<file path="config.mk">
export PLATFORM = sky130hd
export DESIGN_NAME = fifo_sync_param
export DESIGN_NICKNAME = d
export VERILOG_FILES = /design/src/rtl/fifo_pkg.sv /design/src/rtl/fifo_flags.sv /design/src/rtl/fifo_sync_param.sv
export SDC_FILE = /design/constraint.sdc
export NUM_CORES = 1
export LEC_CHECK = 0
export ABC_AREA = 0
export CELL_PAD_IN_SITES_DETAIL_PLACEMENT = 1
export CELL_PAD_IN_SITES_GLOBAL_PLACEMENT = 1
export CORE_ASPECT_RATIO = 0.8
export CORE_MARGIN = 2
export CORE_UTILIZATION = 40
export CTS_BUF_LIST = sky130_fd_sc_hd__clkbuf_8
export DETAILED_ROUTE_END_ITERATION = 10
export PLACE_DENSITY = 0.64
export SYNTH_ARGS = -nofsm -noshare
export SYNTH_HDL_FRONTEND = slang
export SYNTH_SLANG_ARGS = --single-unit
</file>
<file path="constraint.sdc">
create_clock -name clk -period 3.15 [get_ports clk]
set_input_delay 0.945 -clock clk [delete_from_list [all_inputs] [get_ports clk]]
set_output_delay 0.945 -clock clk [all_outputs]
set_load 0.01 [all_outputs]
</file>
<file path="src/rtl/fifo_pkg.sv">
// Shared constants and the pointer-width helper for the parametrised synchronous FIFO.
package fifo_pkg;

  localparam int unsigned FIFO_DEF_WIDTH     = 8;
  localparam int unsigned FIFO_DEF_DEPTH     = 16;
  localparam int unsigned FIFO_DEF_AEMPTY_TH = 2;

  // Index width into a DEPTH-entry array; pointers carry one extra wrap bit on top.
  function automatic int unsigned fifo_aw(input int unsigned depth);
    return $clog2(depth);
  endfunction

endpackage

</file>
<file path="src/rtl/fifo_flags.sv">
// Combinational status flags derived from the registered FIFO occupancy.
module fifo_flags
  import fifo_pkg::*;
#(
  parameter int unsigned DEPTH     = FIFO_DEF_DEPTH,
  parameter int unsigned AFULL_TH  = DEPTH - 2,
  parameter int unsigned AEMPTY_TH = FIFO_DEF_AEMPTY_TH,
  localparam int unsigned CW       = fifo_aw(DEPTH) + 1
) (
  input  logic [CW-1:0] i_count,
  output logic          o_full,
  output logic          o_empty,
  output logic          o_afull,
  output logic          o_aempty
);

  always_comb begin
    o_full   = (i_count == CW'(DEPTH));
    o_empty  = (i_count == '0);
    o_afull  = (32'(i_count) >= AFULL_TH);
    o_aempty = (32'(i_count) <= AEMPTY_TH);
  end

endmodule

</file>
<file path="src/rtl/fifo_sync_param.sv">
// Parametrised synchronous FIFO with occupancy count, almost flags and registered read data.
// Define FIFO_ERR_EN to add sticky overflow/underflow flags and the err_clr input.
module fifo_sync_param
  import fifo_pkg::*;
#(
  parameter int unsigned WIDTH     = FIFO_DEF_WIDTH,
  parameter int unsigned DEPTH     = FIFO_DEF_DEPTH,
  parameter int unsigned AFULL_TH  = DEPTH - 2,
  parameter int unsigned AEMPTY_TH = FIFO_DEF_AEMPTY_TH
) (
  input  logic                     clk,
  input  logic                     rst,
  input  logic                     wr_en,
  input  logic [WIDTH-1:0]         wr_data,
  input  logic                     rd_en,
  output logic [WIDTH-1:0]         rd_data,
  output logic                     rd_valid,
  output logic                     full,
  output logic                     empty,
  output logic                     afull,
  output logic                     aempty,
  output logic [fifo_aw(DEPTH):0]  count
`ifdef FIFO_ERR_EN
  ,
  output logic                     overflow,
  output logic                     underflow,
  input  logic                     err_clr
`endif
);

  localparam int unsigned AW = fifo_aw(DEPTH);
  localparam int unsigned CW = AW + 1;

  logic [WIDTH-1:0] r_mem [DEPTH];
  logic [CW-1:0]    r_wptr;
  logic [CW-1:0]    r_rptr;
  logic [CW-1:0]    r_count;
  logic [WIDTH-1:0] r_rd_data;
  logic             r_rd_valid;

  logic             w_wr_acc;
  logic             w_rd_acc;
  logic [CW-1:0]    w_wptr_nxt;
  logic [CW-1:0]    w_rptr_nxt;
  logic             w_full;
  logic             w_empty;
  logic             w_afull;
  logic             w_aempty;

  fifo_flags #(
    .DEPTH     (DEPTH),
    .AFULL_TH  (AFULL_TH),
    .AEMPTY_TH (AEMPTY_TH)
  ) u_flags (
    .i_count  (r_count),
    .o_full   (w_full),
    .o_empty  (w_empty),
    .o_afull  (w_afull),
    .o_aempty (w_aempty)
  );

  // Acceptance uses the registered flags only, so a same-cycle read never frees room for a write.
  always_comb begin
    w_wr_acc   = wr_en & ~w_full;
    w_rd_acc   = rd_en & ~w_empty;
    w_wptr_nxt = r_wptr + CW'(w_wr_acc);
    w_rptr_nxt = r_rptr + CW'(w_rd_acc);
  end

  always_ff @(posedge clk or posedge rst) begin
    if (rst) begin
      r_wptr     <= '0;
      r_rptr     <= '0;
      r_count    <= '0;
      r_rd_data  <= '0;
      r_rd_valid <= 1'b0;
    end else begin
      r_wptr     <= w_wptr_nxt;
      r_rptr     <= w_rptr_nxt;
      r_count    <= w_wptr_nxt - w_rptr_nxt;
      r_rd_valid <= w_rd_acc;
      if (w_rd_acc) begin
        r_rd_data <= r_mem[r_rptr[AW-1:0]];
      end
    end
  end

  // Storage is intentionally left unreset.
  always_ff @(posedge clk) begin
    if (w_wr_acc) begin
      r_mem[r_wptr[AW-1:0]] <= wr_data;
    end
  end

  assign rd_data  = r_rd_data;
  assign rd_valid = r_rd_valid;
  assign count    = r_count;
  assign full     = w_full;
  assign empty    = w_empty;
  assign afull    = w_afull;
  assign aempty   = w_aempty;

`ifdef FIFO_ERR_EN
  logic r_overflow;
  logic r_underflow;

  // A new error in the same cycle as err_clr wins over the clear.
  always_ff @(posedge clk or posedge rst) begin
    if (rst) begin
      r_overflow  <= 1'b0;
      r_underflow <= 1'b0;
    end else begin
      r_overflow  <= (wr_en & w_full)  | (r_overflow  & ~err_clr);
      r_underflow <= (rd_en & w_empty) | (r_underflow & ~err_clr);
    end
  end

  assign overflow  = r_overflow;
  assign underflow = r_underflow;
`endif

endmodule

</file>
==> results of run 1 <==
-- how the worst max path moves through the flow --
| stage | slack (ns) | end | start | cells past startpoint |
|---|---|---|---|---|
| global route | 0.01 | empty | count[3]$_DFF_PP0_ | 3 |
| global placement | 0.007 | count[4]$_DFF_PP0_ | rd_en | 11 |
| detailed placement | -0.11 | count[4]$_DFF_PP0_ | rd_en | 11 |
| CTS | 0.11 | empty | count[3]$_DFF_PP0_ | 3 |
| finish | 0.15 | empty | count[3]$_DFF_PP0_ | 3 |
| floorplan | 0.24 | count[4]$_DFF_PP0_ | count[3]$_DFF_PP0_ | 12 |
-- cell usage after synthesis, types with 6 or more instances --
cell type / instances / area [sq um]
nor2_1: 12 / 45.04
dfrtp_1: 24 / 600.6
mux2i_1: 8 / 80.08
mux4_1: 10 / 262.8
xnor2_1: 7 / 61.31
inv_1: 12 / 45.04
a21oi_1: 7 / 35.03
ha_1: 8 / 100.1
mux4_2: 22 / 495.5
edfxtp_1: 128 / 3844
nor3_1: 6 / 30.03
-- per-layer routing --
| metal | vias up | track usage, % |
|---|---|---|
| met5 | - | 0 |
| met2 | 49 | 27.95 |
| met3 | 14 | 4.182 |
| li1 | 1365 | - |
| met1 | 1619 | 24.19 |
| met4 | 0 | 6.267 |
-- flip-flops by register name, summed over array words and instances (netlist names) --
name      flops
r_wptr        5
r_mem       128
rd_valid      1
r_rptr        5
count         5
rd_data       8
-- cell families after synthesis --
| family | Yosys count | synth area share, % |
|---|---|---|
| DFF | 152 | 72.85 |
| AOI/OAI and AO/OA | 31 | 3.938 |
| and+or+nand+nor | 40 | 3.343 |
| adders and majority gates | 9 | 1.969 |
| buffers and inverters | 25 | 2.481 |
| xor gates and xnor gates | 10 | 1.682 |
| muxes | 40 | 13.74 |
-- cell type report --
cell class	count	share of cell area, %
Tap cell	189	3.288
Clock buffer	17	3.253
Inverter	12	0.6262
Clock inverter	15	2.661
Multi-Input combinational cell	130	20.93
Sequential cell	152	61.80
Timing Repair Buffer	60	7.445
-- critical path: stages, from the launching register on --
cell             delay [ns]
dfrtp_1                0.41
or3_1                  0.47
nor3_1                 0.17
clkdlybuf4s50_1        0.56
-- metrics by stage --
stage	hold slack, ns	instances	utilization, %	setup slack (ns)
after floorplan	0.4444	307	-	0.2406
after detailed placement	0.4752	543	45.23	-0.1073
final	0.4952	575	48.07	0.1501
after global placement	0.4623	543	45.23	0.007476
after CTS	0.4965	575	48.07	0.1070
after global routing	0.5173	575	48.07	0.01017
-- power breakdown --
part,switching [uW],internal [uW],leakage [uW],total (uW)
Combinational,985,1210,0.000901,2200
Clock,781,802,0.000209,1580
Sequential,399,2530,0.00144,2930
==> impl_metrics.ini, run 1 <==
[worst_setup_path]
start_kind = flop
crit_required_ns = 2.20
crit_fanout = 4
worstReg2RegStart = count[3]$_DFF_PP0_
r2r_setup_slack_ns = 0.28
r2r-end = count[4]$_DFF_PP0_
end_kind = primary output
criticalPathCategory = flop to primary output
r2r_cells = 9
cp.arrival_ns = 2.05

[place]
port_buffers = 29
place_hpwl_mm = 8.325
gp_congestion = 0.7388
placed_area_sq_um = 6768

[logic_synthesis]
ys_seq_area_share_pct = 72.85
avgSynthCellArea_sq_um = 19.87
synthFlopType = edfxtp_1
ys_warn_count = 0
synthDistinctLibCells = 37
syn_nets = 328
ys_ff_latch = 152
netlist_instances = 307
ys_async_sr_fraction_pct = 15.79
synth_edf_count = 128
netlist_area_sq_um = 6101

[layout]
final_cell_mix = 128 x edfxtp_1, 30 x buf_4, 29 x clkdlybuf4s50_1
area_delta_synth_final_pct = 17.90
diodes = 0
multiInputGateArea_sq_um = 1505
drive_above_1_share_pct = 22.80
finalInstanceArea_sq_um = 7193
final-seq-area_sq_um = 4446
nets = 394
mostFrequentLayoutCell = edfxtp_1
num-fill-cells = 1387

[timing]
max_slew_margin_pct = 17.07
tns_ns = 0
min_period_ns = 3.000
hold_violations = 0
finClkSkew_ns = 0.02033
worstMarginPinSlew_ns = 1.244
rsz0062_at_grt = false
fin_crit_sh_pct = 95.24
slew_violations = 0
setup-violations-final = 0
max_freq_mhz = 333.3

[cts]
cts_setup_buffers = 0
root_buffer = clkbuf_8
cts_resized = 0
cts_hold_buf = 0
htree_levels = 4
clock_sinks = 152
cts_tree = yes
path_clk_slew_ns = 0.08
clock_latency_ns = 0.46
clk_path_buf_depth = 2
cts_made_buffers = 17

[die]
die_x_um = 142.1
start_util_pct = 40.77
coreArea_sq_um = 14960
ios = 30
die_area_sq_um = 16260
rows = 40
die_h_um = 114.5

[global_route]
grt_max_degree = 26
grt_pass1_wl_mm = 20.36
grt_pass1_vias = 3375
overflow = 0
grt_usage_pct = 17.66
antenna_found_initial = 0

[route]
wl_per_cell_um = 22.57
firstDrtPassIters = 4
wl_met3_um = 365
highest_layer = met4
viasPerCell = 5.299
wl_met2_mm = 6.274
ant_nets = 0
vias = 3047
drc = 0
drt-met1-wl_mm = 6.104
wl_mm = 12.98
drt_iter0_drc = 180

[run]
max-cap-violations = 0

[min_path]
min_to = rd_data[5]$_DFFE_PP0P_
hold_path_depth = 1
hold_path.startpoint = rd_data[5]$_DFFE_PP0P_
hold_path_class = flop to flop

[run_status]
outcome = complete, no violations

[pwr]
p_per_area_nw_per_um2 = 932.8
power_uw = 6710
p_leak_uw = 0.002550
ir_drop_v = 0.0004407
Note: power is estimated with default switching activity, not from simulation.
==> run 2: changes to the inputs <==
- CORE_ASPECT_RATIO: 0.8 -> 1.4
==> run 2 against run 1 <==
Compared with the run above:
- register-to-register slack improved by 0.02 ns
- critical path depth unchanged
- combinational power decreased by 4%
- cell count increased by 0.52%
- worst setup slack got worse by 0.017 ns
- fmax decreased by 0.56%
- design area decreased by 1.0%
- critical path type unchanged
- critical endpoint unchanged
- highest routed layer unchanged
==> impl_metrics.ini, run 2 (same netlist as run 1, synthesis figures left out) <==
[layout]
nets = 394
drive_above_1_share_pct = 22.80
final_cell_mix = 128 x edfxtp_1, 31 x buf_4, 29 x clkdlybuf4s50_1
area_delta_synth_final_pct = 16.71
largest_reg_flops = 128
diodes = 0
num-fill-cells = 1461
mostFrequentLayoutCell = edfxtp_1

[global_route]
grt_usage_pct = 17.16
grt_pass1_wl_mm = 19.46
antenna_found_initial = 0
grt_pass1_vias = 3366
overflow = 0
grt_max_degree = 35

[min_path]
hold_path.startpoint = r_wptr[4]$_DFF_PP0_
hold_path_class = flop to flop
hold_path_depth = 1
min_to = r_wptr[4]$_DFF_PP0_

[timing]
slew_violations = 0
hold_violations = 0
hold_ws_ns = 0.4943
tns_ns = 0
rsz0062_at_grt = false
fin_crit_sh_pct = 95.77
min_period_ns = 3.017
max_freq_mhz = 331.5
setup-violations-final = 0
max_slew_margin_pct = 39.61
finClkSkew_ns = 0.01484
worstMarginPinSlew_ns = 0.9058

[die]
coreArea_sq_um = 14990
die_area_sq_um = 16270
die_h_um = 150.1
rows = 53
ios = 30
start_util_pct = 40.71
die_x_um = 108.4

[route]
wl_mm = 12.70
wl_per_cell_um = 21.97
vias = 3075
viasPerCell = 5.320
firstDrtPassIters = 5
drc = 0
drt_iter0_drc = 132
ant_nets = 0

[worst_setup_path]
worstReg2RegStart = count[3]$_DFF_PP0_
end_kind = primary output
cp.arrival_ns = 2.07
r2r_setup_slack_ns = 0.30
crit_fanout = 4
r2r_cells = 9
crit_required_ns = 2.20
r2r-end = count[4]$_DFF_PP0_
start_kind = flop
criticalPathCategory = flop to primary output

[cts]
clk_path_buf_depth = 2
cts_resized = 0
root_buffer = clkbuf_8
cts_setup_buffers = 0
cts_tree = yes
cts_hold_buf = 0
clock_sinks = 152
path_clk_slew_ns = 0.07
clock_latency_ns = 0.43
htree_levels = 4
cts_made_buffers = 17

[place]
gp_congestion = 0.7426
port_buffers = 29
place_hpwl_mm = 8.502

[pwr]
ir_drop_v = 0.0003578
p_per_area_nw_per_um2 = 900.4
p_leak_uw = 0.002531

[run_status]
outcome = complete, no violations

[run]
max-cap-violations = 0
run 2: changes by cell type in the layout (fill, tap and decap cells not counted):
cell        change
buf_12          -1
buf_4           +1
bufinv_16       -2
clkinv_2        +4
clkinvlp_4      -2
dfrtp_1         -1
dfrtp_2         +1
inv_1           +1
inv_6           +1
inv_8           -2
run 2: worst max-delay path by stage:
stage,startpoint,to,slack (ns),depth (start not counted)
after floorplan,count[3]$_DFF_PP0_,count[4]$_DFF_PP0_,0.24,12
after detailed placement,rd_en,count[4]$_DFF_PP0_,-0.03,11
after global placement,rd_en,count[4]$_DFF_PP0_,0.02,11
after global routing,count[3]$_DFF_PP0_,empty,0.02,3
after CTS,count[3]$_DFF_PP0_,empty,0.07,3
final,count[3]$_DFF_PP0_,empty,0.13,3
run 2: final cells by class:
class / instances / area [sq um] / area share [%]
Sequential cell: 152 / 4447 / 62.45
Multi-Input combinational cell: 130 / 1505 / 21.14
Timing Repair Buffer: 60 / 523.0 / 7.345
Tap cell: 192 / 240.2 / 3.374
Clock buffer: 17 / 234.0 / 3.286
Clock inverter: 15 / 126.4 / 1.775
Inverter: 12 / 45.04 / 0.6326
run 2: power by group:
| group | total, uW | switching (uW) | internal, uW |
|---|---|---|---|
| clock network | 1360 | 731 | 627 |
| registers | 2940 | 409 | 2530 |
| logic | 2110 | 950 | 1160 |
| total | 6410 | 2090 | 4320 |
run 2: metal layers:
| layer | vias up | share of wire, % | global-route usage [%] |
|---|---|---|---|
| li1 | 1373 | - | - |
| met4 | 0 | 2.7 | 7.756 |
| met2 | 63 | 53 | 30.22 |
| met5 | - | 0 | 0 |
| met1 | 1621 | 42 | 20.15 |
| met3 | 18 | 2.3 | 3.420 |
run 2: per-stage QoR:
step	total power (uW)	area (sq um)	instances	utilization (%)	worst slack (ns)
5_1_grt	6786	7121	578	47.51	0.02363
4_1_cts	6511	7121	578	47.51	0.07133
3_5_place_dp	5136	6760	546	45.11	-0.02928
6_report	6412	7121	578	47.51	0.1332
2_1_floorplan	4337	6101	307	-	0.2406
3_3_place_gp	5060	6760	546	45.11	0.02066
run 2: worst max-delay path, cell delays in order, from the launching register on:
cell	delay (ns)
dfrtp_1	0.43
or3_1	0.48
nor3_1	0.18
clkdlybuf4s50_1	0.57
